`src/rtl/fp_sub_pipe.sv`:
```
// Three-stage pipelined bfloat16 subtractor (result = op1 - op2) with valid/ready
// handshake; stages are unpack/classify/align, magnitude add/sub, normalize/pack.
module fp_sub_pipe #(
    parameter int  EXP_WIDTH  = 8,
    parameter int  FRAC_WIDTH = 7,
    localparam int W          = EXP_WIDTH + FRAC_WIDTH + 1
) (
    input  logic         clk,
    input  logic         rst,
    input  logic         in_valid,
    output logic         in_ready,
    input  logic [W-1:0] op1,
    input  logic [W-1:0] op2,
    output logic         out_valid,
    input  logic         out_ready,
    output logic [W-1:0] result,
    output logic         overflow,
    output logic         underflow,
    output logic         invalid
);

    localparam int MW  = FRAC_WIDTH + 1;
    localparam int SW  = MW + 1;
    localparam int XW  = EXP_WIDTH + 2;
    localparam int LZW = $clog2(MW + 1);

    localparam logic [EXP_WIDTH-1:0]  EXP_ONES  = {EXP_WIDTH{1'b1}};
    localparam logic [EXP_WIDTH-1:0]  EXP_ZERO  = {EXP_WIDTH{1'b0}};
    localparam logic [FRAC_WIDTH-1:0] FRAC_ZERO = {FRAC_WIDTH{1'b0}};
    localparam logic [W-1:0]          QNAN      = {1'b0, EXP_ONES, 1'b1, {(FRAC_WIDTH-1){1'b0}}};
    localparam logic [W-1:0]          POS_ZERO  = {W{1'b0}};

    // Leading-zero count of a mantissa; returns MW for an all-zero input.
    function automatic logic [LZW-1:0] lzc(input logic [MW-1:0] m);
        logic [LZW-1:0] n;
        n = LZW'(MW);
        for (int i = 0; i < MW; i++) begin
            if (m[i]) begin
                n = LZW'(MW - 1 - i);
            end else begin
                n = n;
            end
        end
        return n;
    endfunction

    logic advance;

    logic                 s1_valid_q, s1_valid_d;
    logic                 s1_spec_q, s1_spec_d;
    logic [W-1:0]         s1_spec_res_q, s1_spec_res_d;
    logic [2:0]           s1_spec_flg_q, s1_spec_flg_d;
    logic                 s1_sign_q, s1_sign_d;
    logic                 s1_sub_q, s1_sub_d;
    logic [EXP_WIDTH-1:0] s1_exp_q, s1_exp_d;
    logic [MW-1:0]        s1_big_q, s1_big_d;
    logic [MW-1:0]        s1_small_q, s1_small_d;

    logic                 s2_valid_q, s2_valid_d;
    logic                 s2_spec_q, s2_spec_d;
    logic [W-1:0]         s2_spec_res_q, s2_spec_res_d;
    logic [2:0]           s2_spec_flg_q, s2_spec_flg_d;
    logic                 s2_sign_q, s2_sign_d;
    logic [EXP_WIDTH-1:0] s2_exp_q, s2_exp_d;
    logic [SW-1:0]        s2_sum_q, s2_sum_d;

    logic                 out_valid_q, out_valid_d;
    logic [W-1:0]         result_q, result_d;
    logic [2:0]           flags_q, flags_d;

    assign advance   = !out_valid_q || out_ready;
    assign in_ready  = advance;
    assign out_valid = out_valid_q;
    assign result    = result_q;
    assign overflow  = flags_q[2];
    assign underflow = flags_q[1];
    assign invalid   = flags_q[0];

    // S1: classify specials, order operands by magnitude and align the smaller one.
    always_comb begin
        logic                  sa, sb, nan_a, nan_b, inf_a, inf_b, zero_a, zero_b;
        logic [EXP_WIDTH-1:0]  ea, eb, e_small, diff;
        logic [FRAC_WIDTH-1:0] fa, fb;
        logic [MW-1:0]         m_small;
        sa     = op1[W-1];
        sb     = ~op2[W-1];
        ea     = op1[W-2 -: EXP_WIDTH];
        eb     = op2[W-2 -: EXP_WIDTH];
        fa     = op1[FRAC_WIDTH-1:0];
        fb     = op2[FRAC_WIDTH-1:0];
        nan_a  = (ea == EXP_ONES) && (fa != FRAC_ZERO);
        nan_b  = (eb == EXP_ONES) && (fb != FRAC_ZERO);
        inf_a  = (ea == EXP_ONES) && (fa == FRAC_ZERO);
        inf_b  = (eb == EXP_ONES) && (fb == FRAC_ZERO);
        zero_a = (ea == EXP_ZERO);
        zero_b = (eb == EXP_ZERO);

        s1_spec_d     = 1'b1;
        s1_spec_res_d = POS_ZERO;
        s1_spec_flg_d = 3'b000;
        if (nan_a || nan_b) begin
            s1_spec_res_d = QNAN;
            s1_spec_flg_d = 3'b001;
        end else if (inf_a && inf_b) begin
            if (sa != sb) begin
                s1_spec_res_d = QNAN;
                s1_spec_flg_d = 3'b001;
            end else begin
                s1_spec_res_d = {sa, EXP_ONES, FRAC_ZERO};
            end
        end else if (inf_a) begin
            s1_spec_res_d = {sa, EXP_ONES, FRAC_ZERO};
        end else if (inf_b) begin
            s1_spec_res_d = {sb, EXP_ONES, FRAC_ZERO};
        end else if (zero_a && zero_b) begin
            s1_spec_res_d = POS_ZERO;
        end else if (zero_a) begin
            s1_spec_res_d = {sb, eb, fb};
        end else if (zero_b) begin
            s1_spec_res_d = {sa, ea, fa};
        end else begin
            s1_spec_d = 1'b0;
        end

        if ({ea, fa} >= {eb, fb}) begin
            s1_sign_d = sa;
            s1_exp_d  = ea;
            s1_big_d  = {1'b1, fa};
            e_small   = eb;
            m_small   = {1'b1, fb};
        end else begin
            s1_sign_d = sb;
            s1_exp_d  = eb;
            s1_big_d  = {1'b1, fb};
            e_small   = ea;
            m_small   = {1'b1, fa};
        end
        diff = s1_exp_d - e_small;
        if (diff >= EXP_WIDTH'(MW)) begin
            s1_small_d = {MW{1'b0}};
        end else begin
            s1_small_d = m_small >> diff;
        end
        s1_sub_d   = sa ^ sb;
        s1_valid_d = advance ? in_valid : s1_valid_q;
    end

    // S2: magnitude add or subtract; the big operand is never smaller, so no borrow.
    always_comb begin
        if (s1_sub_q) begin
            s2_sum_d = {1'b0, s1_big_q} - {1'b0, s1_small_q};
        end else begin
            s2_sum_d = {1'b0, s1_big_q} + {1'b0, s1_small_q};
        end
        s2_valid_d    = advance ? s1_valid_q : s2_valid_q;
        s2_spec_d     = s1_spec_q;
        s2_spec_res_d = s1_spec_res_q;
        s2_spec_flg_d = s1_spec_flg_q;
        s2_sign_d     = s1_sign_q;
        s2_exp_d      = s1_exp_q;
    end

    // S3: normalize, range-check and pack; the output register only changes on advance.
    always_comb begin
        logic signed [XW-1:0] exp_n;
        logic [MW-1:0]        mant_n;
        logic [LZW-1:0]       lz;
        logic [W-1:0]         res_c;
        logic [2:0]           flg_c;
        lz     = lzc(s2_sum_q[MW-1:0]);
        exp_n  = signed'({2'b00, s2_exp_q});
        mant_n = s2_sum_q[MW-1:0];
        res_c  = POS_ZERO;
        flg_c  = 3'b000;
        if (s2_sum_q[SW-1]) begin
            mant_n = s2_sum_q[SW-1:1];
            exp_n  = exp_n + XW'(1);
        end else begin
            mant_n = s2_sum_q[MW-1:0] << lz;
            exp_n  = exp_n - signed'({{(XW-LZW){1'b0}}, lz});
        end

        if (s2_spec_q) begin
            res_c = s2_spec_res_q;
            flg_c = s2_spec_flg_q;
        end else if (s2_sum_q == {SW{1'b0}}) begin
            res_c = POS_ZERO;
        end else if (exp_n >= signed'(XW'((1 << EXP_WIDTH) - 1))) begin
            res_c = {s2_sign_q, EXP_ONES, FRAC_ZERO};
            flg_c = 3'b100;
        end else if (exp_n <= signed'(XW'(0))) begin
            res_c = POS_ZERO;
            flg_c = 3'b010;
        end else begin
            res_c = {s2_sign_q, exp_n[EXP_WIDTH-1:0], mant_n[FRAC_WIDTH-1:0]};
        end

        out_valid_d = out_valid_q;
        result_d    = result_q;
        flags_d     = flags_q;
        if (advance) begin
            out_valid_d = s2_valid_q;
            if (s2_valid_q) begin
                result_d = res_c;
                flags_d  = flg_c;
            end else begin
                result_d = result_q;
                flags_d  = flags_q;
            end
        end else begin
            out_valid_d = out_valid_q;
        end
    end

    // Pipeline registers; data registers hold whenever the pipe is stalled.
    always_ff @(posedge clk) begin
        if (rst) begin
            s1_valid_q    <= 1'b0;
            s1_spec_q     <= 1'b0;
            s1_spec_res_q <= POS_ZERO;
            s1_spec_flg_q <= 3'b000;
            s1_sign_q     <= 1'b0;
            s1_sub_q      <= 1'b0;
            s1_exp_q      <= EXP_ZERO;
            s1_big_q      <= {MW{1'b0}};
            s1_small_q    <= {MW{1'b0}};
            s2_valid_q    <= 1'b0;
            s2_spec_q     <= 1'b0;
            s2_spec_res_q <= POS_ZERO;
            s2_spec_flg_q <= 3'b000;
            s2_sign_q     <= 1'b0;
            s2_exp_q      <= EXP_ZERO;
            s2_sum_q      <= {SW{1'b0}};
            out_valid_q   <= 1'b0;
            result_q      <= POS_ZERO;
            flags_q       <= 3'b000;
        end else begin
            s1_valid_q  <= s1_valid_d;
            s2_valid_q  <= s2_valid_d;
            out_valid_q <= out_valid_d;
            result_q    <= result_d;
            flags_q     <= flags_d;
            if (advance) begin
                s1_spec_q     <= s1_spec_d;
                s1_spec_res_q <= s1_spec_res_d;
                s1_spec_flg_q <= s1_spec_flg_d;
                s1_sign_q     <= s1_sign_d;
                s1_sub_q      <= s1_sub_d;
                s1_exp_q      <= s1_exp_d;
                s1_big_q      <= s1_big_d;
                s1_small_q    <= s1_small_d;
                s2_spec_q     <= s2_spec_d;
                s2_spec_res_q <= s2_spec_res_d;
                s2_spec_flg_q <= s2_spec_flg_d;
                s2_sign_q     <= s2_sign_d;
                s2_exp_q      <= s2_exp_d;
                s2_sum_q      <= s2_sum_d;
            end
        end
    end

endmodule
```
`config.mk`:
```
export PLATFORM = sky130hd
export DESIGN_NAME = fp_sub_pipe
export DESIGN_NICKNAME = d
export VERILOG_FILES = /design/src/rtl/fp_sub_pipe.sv
export SDC_FILE = /design/constraint.sdc
export NUM_CORES = 1
export LEC_CHECK = 0
export BUFFER_PORTS_ARGS = -buffer_cell sky130_fd_sc_hd__buf_2
export CAP_MARGIN = 20
export CORE_ASPECT_RATIO = 1.75
export CORE_MARGIN = 5
export CORE_UTILIZATION = 45
export DETAILED_ROUTE_END_ITERATION = 10
export PLACE_DENSITY = 0.61
export SLEW_MARGIN = 10
export SYNTH_ARGS = -nofsm -noshare
export SYNTH_HDL_FRONTEND = slang
export SYNTH_SLANG_ARGS = --single-unit
```
`constraint.sdc`:
```
create_clock -name clk -period 5.2 [get_ports clk]
set_clock_uncertainty 0.15 [all_clocks]
set_input_delay 0.26 -clock clk [delete_from_list [all_inputs] [get_ports clk]]
set_output_delay 0.26 -clock clk [all_outputs]
set_load 0.01 [all_outputs]
```
; ---- Yosys cells after proc, flatten, opt, wreduce, memory -nomap -nowiden
; Index checks and enable logic that the tools add are counted.
[word_totals]
input_bits = 36
ramBits = 0
romBits = 0
out_inout_bits = 21
word_cells = 95
latchBits = 0
regBits = 106
mem_count = 0
[classes]
magnitude_cmp = 4
shifts = 2
eq_ne = 3
mux = 43
reduce_logical = 17
bitwise = 2
n_div = 0
n_addsub = 5
n_mul = 0
[op_table]
columns = operator, n
row1 = $mux W16, 12
row2 = $mux W4, 8
row3 = $mux W8, 3
row4 = $mux W7, 3
row5 = $eq A8 B8 Y1 const B, 2
row6 = $logic_not A8 Y1, 2
row7 = $ge A15 B15 Y1, 1
row8 = $logic_not A7 Y1, 2
row9 = $reduce_bool A7 Y1, 2
row10 = $mux W1, 11
row11 = $ge A10 B9 Y1 const B, 1
row12 = $le A10 B1 Y1 const B, 1
row13 = $mux W10, 1
row14 = $add A8 B1 Y9 const B, 1
row15 = $add A8 B8 Y9, 1
row16 = $logic_not A9 Y1, 1
row17 = $mux W3, 3
row18 = $mux W9, 1
row19 = $sub A8 B4 Y9, 1
row20 = $sub A8 B8 Y9, 1
row21 = $ge A8 B4 Y1 const B, 1
row22 = $shl A8 B4 Y7, 1
row23 = $shr A8 B8 Y8, 1
row24 = $sub A8 B8 Y8, 1
row25 = 8 further kinds, 14

; ---- Longest topological paths before layout
[logic_depth]
ltp_word = 15
ltp_mapped = 21
mapped_depth_nobuf = 17

; ---- Worst setup path after synthesis
; Ideal clock, no wire load.
[synth_timing]
path_kind = input-to-reg
startpoint = input op2[13]
endpoint = register s1_small_q[2]
n_path_buf = 4
setup_ns = 0.070
t_required_ns = 4.980
cell_stages = 20
slack_ns = 1.104
arrival_ns = 3.876
cell_sequence = inv_1 > ha_1 > buf_4 > and3_2 > nand2_2 > o41ai_4 > buf_6 > buf_4 > clkbuf_1 > mux2i_1 > ha_1 > nand2_1 > nand2_1 > nand2_1 > mux2i_1 > a221o_1 > or3_4 > a211oi_4 > o2111ai_1 > a21oi_1
[synth_between]
elab_chain_cells = 5
word_cells_on_any_way = 8
cone_classes = add/sub: 1 / order compare: 2 / shift: 1 / mux: 4
[synth_rtl]
columns = element, line_no
row1 = "start, declared", 13  ; input logic [W-1:0] op2,
row2 = $ge A15 B15 Y1, 125  ; if ({ea, fa} >= {eb, fb}) begin
row3 = $mux W8, 125
row4 = $sub A8 B8 Y8, 138  ; diff = s1_exp_d - e_small;
row5 = $ge A8 B4 Y1 or $shr A8 B8 Y8 (tied branches), "139, 142"
row6 = $mux W8 (*), 139  ; if (diff >= EXP_WIDTH'(MW)) begin
row7 = "end signal, assigned", 226  ; s1_small_q <= {MW{1'b0}};
row8 = "end signal, assigned", 251  ; s1_small_q <= s1_small_d;
row9 = "end, declared", 57  ; logic [MW-1:0] s1_small_q, s1_small_d;
; Mark *: on every way between the ends. The rest lies on a longest branch, timed or not.
; A chain may end at the register's enable or synchronous reset.

; ---- Final worst setup path
[layout_timing]
startpoint = register s2_sum_q[3]
endpoint = register result_q[4], in the netlist result[4]
[layout_between]
elab_chain_cells = 12
word_cells_on_any_way = 16
cone_classes = add/sub: 1 / order compare: 2 / shift: 1 / mux: 11 / reduce/logical: 1
[layout_rtl]
columns = element, line_no
row1 = "start, declared", 65  ; logic [SW-1:0] s2_sum_q, s2_sum_d;
row2 = "start signal, assigned", 233  ; s2_sum_q <= {SW{1'b0}};
row3 = "start signal, assigned", 257  ; s2_sum_q <= s2_sum_d;
row4 = $mux W4 (5 in series), 38  ; if (m[i]) begin
row5 = $sub A8 B4 Y9, 180  ; exp_n = exp_n - signed'({{(XW-LZW){1'b0}}, lz});
row6 = $mux W10, 175  ; if (s2_sum_q[SW-1]) begin
row7 = $le A10 B1 Y1, 191  ; end else if (exp_n <= signed'(XW'(0))) begin
row8 = $mux W16, 191
row9 = $mux W16, 188  ; end else if (exp_n >= signed'(XW'((1 << EXP_WIDTH) - 1))) begin
row10 = $mux W16 (*), 186  ; end else if (s2_sum_q == {SW{1'b0}}) begin
row11 = $mux W16 (*), 183  ; if (s2_spec_q) begin
row12 = "end signal, assigned", 241  ; result_q <= result_d;
row13 = "end, declared", 68  ; logic [W-1:0] result_q, result_d;
; Marked as above.

==> results.yml <==
outcome:
  outcome: "completed"
clocking:
  cts_htree_levels: 3
  cts_tree: "built"
  worstSkewPairLatency_ns: 0.35
  clock_tree.buffer_depth: 2
  cts_resized: 0
  cts_made_buffers: 9
  numClockSinks: 102
  cts_root_buffer: "clkbuf_16"
  ctsHoldBuffers: 0
  cts_setup_buffers: 0
  cts.reportedPaths.clkPinSlew_ns: 0.07
detailed_routing:
  drt_pre_antenna_iters: 4
  dr.first_iter.drc_count: 305
  drt.antenna.violating_nets: 0
  totalWireLength_mm: 17.5
  drc: 0
  routed_via_density: 5.71
  vias: 5901
  wl_per_cell_um: 16.9
synthesis:
  synth_enable_flop_cells: 0
  synthDominantAreaCellType: "dfxtp_1"
  mappedNetlistNets: 899
  synth_largest_type_area_fraction_pct: 32.5
  synthesis.area_per_instance_um2: 7.58
  synth-seq-cells: 102
  synth_seq_area_share_pct: 32.5
  syn_area_mm2: 0.00628
  synthTopCellsByArea: "dfxtp_1, a21oi_1, nor2_1"
  postSynthCellCount: 829
  synth_async_sr_flop_share_pct: 0
  ys_dominant_reg_cell: "dfxtp_1"
  yosys_warnings: 0
  post_synth_num_cell_types: 66
cells_and_area:
  combined_area_of_the_multi_input_logic_cells_mm2: 0.00386
  most-common-layout-cells: "nor2_1, nand2_1, a21oi_1"
  syn_to_final_growth_pct: 9.78
  share_of_cells_above_drive_strength_1_pct: 10.9
  antenna-diode-count: 0
  fill_cells: 1448
  finish.utilization_pct: 49.9
  regArea_mm2: 0.00204
  layout.cell_area.non_filler_mm2: 0.00690
  fin_nets: 922
  most_frequent_standard_cell_in_the_layout_excluding_fill_and_tap_cells: "nor2_1"
sta:
  timing_worst_slew_pin_value_ns: 1.13
  worst_slew_margin_rel_pct: 23.8
  final_critical_delay_including_setup_and_external_delays_ns: 4.29
  tns_ns: 0
  setup_viol: 0
  final-hold-violation-count: 0
  rsz0062_at_grt: "no"
  drv_slew: 0
  final_ws_setup_ns: 0.907
  min_period_over_period_pct: 82.5
  clock.fmax_mhz: 233
floorplanning:
  die_width_um: 99.3
  num_io_pins: 57
  fp-row-count: 57
  floorplan.initialDensity_pct: 45.4
  die_y_um: 166
  core_mm2: 0.0138
  floorplan.die_area_mm2: 0.0165
placed_design:
  pre_cts_ws_ns: 0.914
  final_weighted_congestion_in_routability_driven_placement: 0.949
  dp.final_hpwl_mm: 13.4
  port_buffers: 56
  placement.cell_area_mm2: 0.00660
global_route:
  grt_usage_pct: 20.9
  overflow: 0
  grt_pass1_wl_mm: 28.3
  number_of_antenna_violations_at_the_first_check_in_global_routing: 0
  grt_pass1_vias: 5827
  grt_start_max_net_pins: 94
setup_path:
  crit_type: "flip-flop to flip-flop"
  critical_path_required_ns: 5.32
  worst-endpoint-arrival_ns: 4.41
  cp-start-kind: "flip-flop"
  critical_path.max_fanout: 9
  cp-end-kind: "flip-flop"
worst_hold_path:
  hold_class: "primary input to flip-flop"
power:
  power_per_cell_area_mw_per_mm2: 336
  cellLeakagePower_nw: 2.84
  ir_worst_vdd_mv: 0.169
flow_run:
  cap_viol_max_count: 0
[where the power goes]
part | total [mW] | internal (mW) | switching (mW)
clock | 0.656 | 0.337 | 0.319
sequential | 0.876 | 0.825 | 0.0507
combinational | 0.787 | 0.304 | 0.483
total | 2.32 | 1.47 | 0.853
[synthesized netlist by cell type (all sizes together) (3+ instances only)]
library cell / number
a211oi: 29
a21o: 7
a21oi: 103
a221oi: 7
a22oi: 10
a311oi: 3
a31oi: 5
a32oi: 4
and3: 6
buf: 10
clkbuf: 40
dfxtp: 102
ha: 32
inv: 39
mux2: 3
mux2i: 31
nand2: 113
nand2b: 5
nand3: 9
nand4: 8
nor2: 114
nor2b: 11
nor3: 25
nor4: 4
o211ai: 3
o21ai: 37
o21bai: 5
o31ai: 4
o32ai: 5
or3: 4
or4: 3
xnor2: 18
xor2: 5
[registers in the layout (all words and copies together), names as in the netlist, 3 cells and up]
name and cells:
flags_q 3, result 16, s1_big_q 8, s1_exp_q 8, s1_small_q 8, s1_spec_res_q 16
s2_exp_q 8, s2_spec_res_q 16, s2_sum_q 9
[path summary, 6_finish.rpt]
| check | from | to | slack [ns] | depth (start not counted) |
|---|---|---|---|---|
| worst max-delay path | s2_sum_q[3] | result[4] | 0.91 | 16 |
| worst min-delay path | in_valid | s1_valid_q | 0.02 | 3 |
| worst max register to register | s2_sum_q[3] | result[4] | 0.91 | 16 |
| worst min register to register | s2_spec_res_q[6] | s2_spec_res_q[6] | 0.31 | 2 |
[cell type report]
type | instances | share of cell area [%]
sequential | 102 | 29.6
timing repair buffer | 63 | 4.82
clock inverter | 7 | 0.998
multi-input combinational | 637 | 56.0
tap | 177 | 3.21
clock buffer | 9 | 3.27
inverter | 39 | 2.12
[kinds of logic after synthesis]
family,synth area share [%]
simple gates,21.4
compound gates,23.9
flops,32.5
buf+inv,6.17
mux,5.89
fa+ha+maj,7.01
xor+xnor,3.21
[critical path: stages (launching register included)]
cell	delay, ns
dfxtp_1	0.53
o21bai_1	0.18
a21oi_1	0.09
o21ai_1	0.30
inv_1	0.12
ha_1	0.21
fa_1	0.40
nor2b_1	0.14
o21ai_1	0.14
a31oi_1	0.22
xor2_1	0.26
nor3_1	0.09
a41o_1	0.31
or3_1	0.48
a211oi_1	0.33
a211oi_1	0.08
nor3_1	0.19
[metrics by stage]
step           hold WS [ns]  instances  total power [mW]
2_1_floorplan         0.250        829              1.46
3_3_place_gp          0.290       1018              1.67
3_5_place_dp          0.296       1018              1.68
4_1_cts              0.0196       1034              2.34
5_1_grt              0.0341       1034              2.45
6_report             0.0231       1034              2.32
[layer usage]
| metal | up-vias | track usage, % | wire length [um] |
|---|---|---|---|
| met2 | 161 | 37.2 | 8950 |
| li1 | 2979 | - | - |
| met1 | 2713 | 23.9 | 7160 |
| met4 | 0 | 11.1 | 833 |
| met3 | 48 | 2.52 | 568 |
| met5 | - | 0 | 0 |
Note: power is estimated with default switching activity, not from simulation.
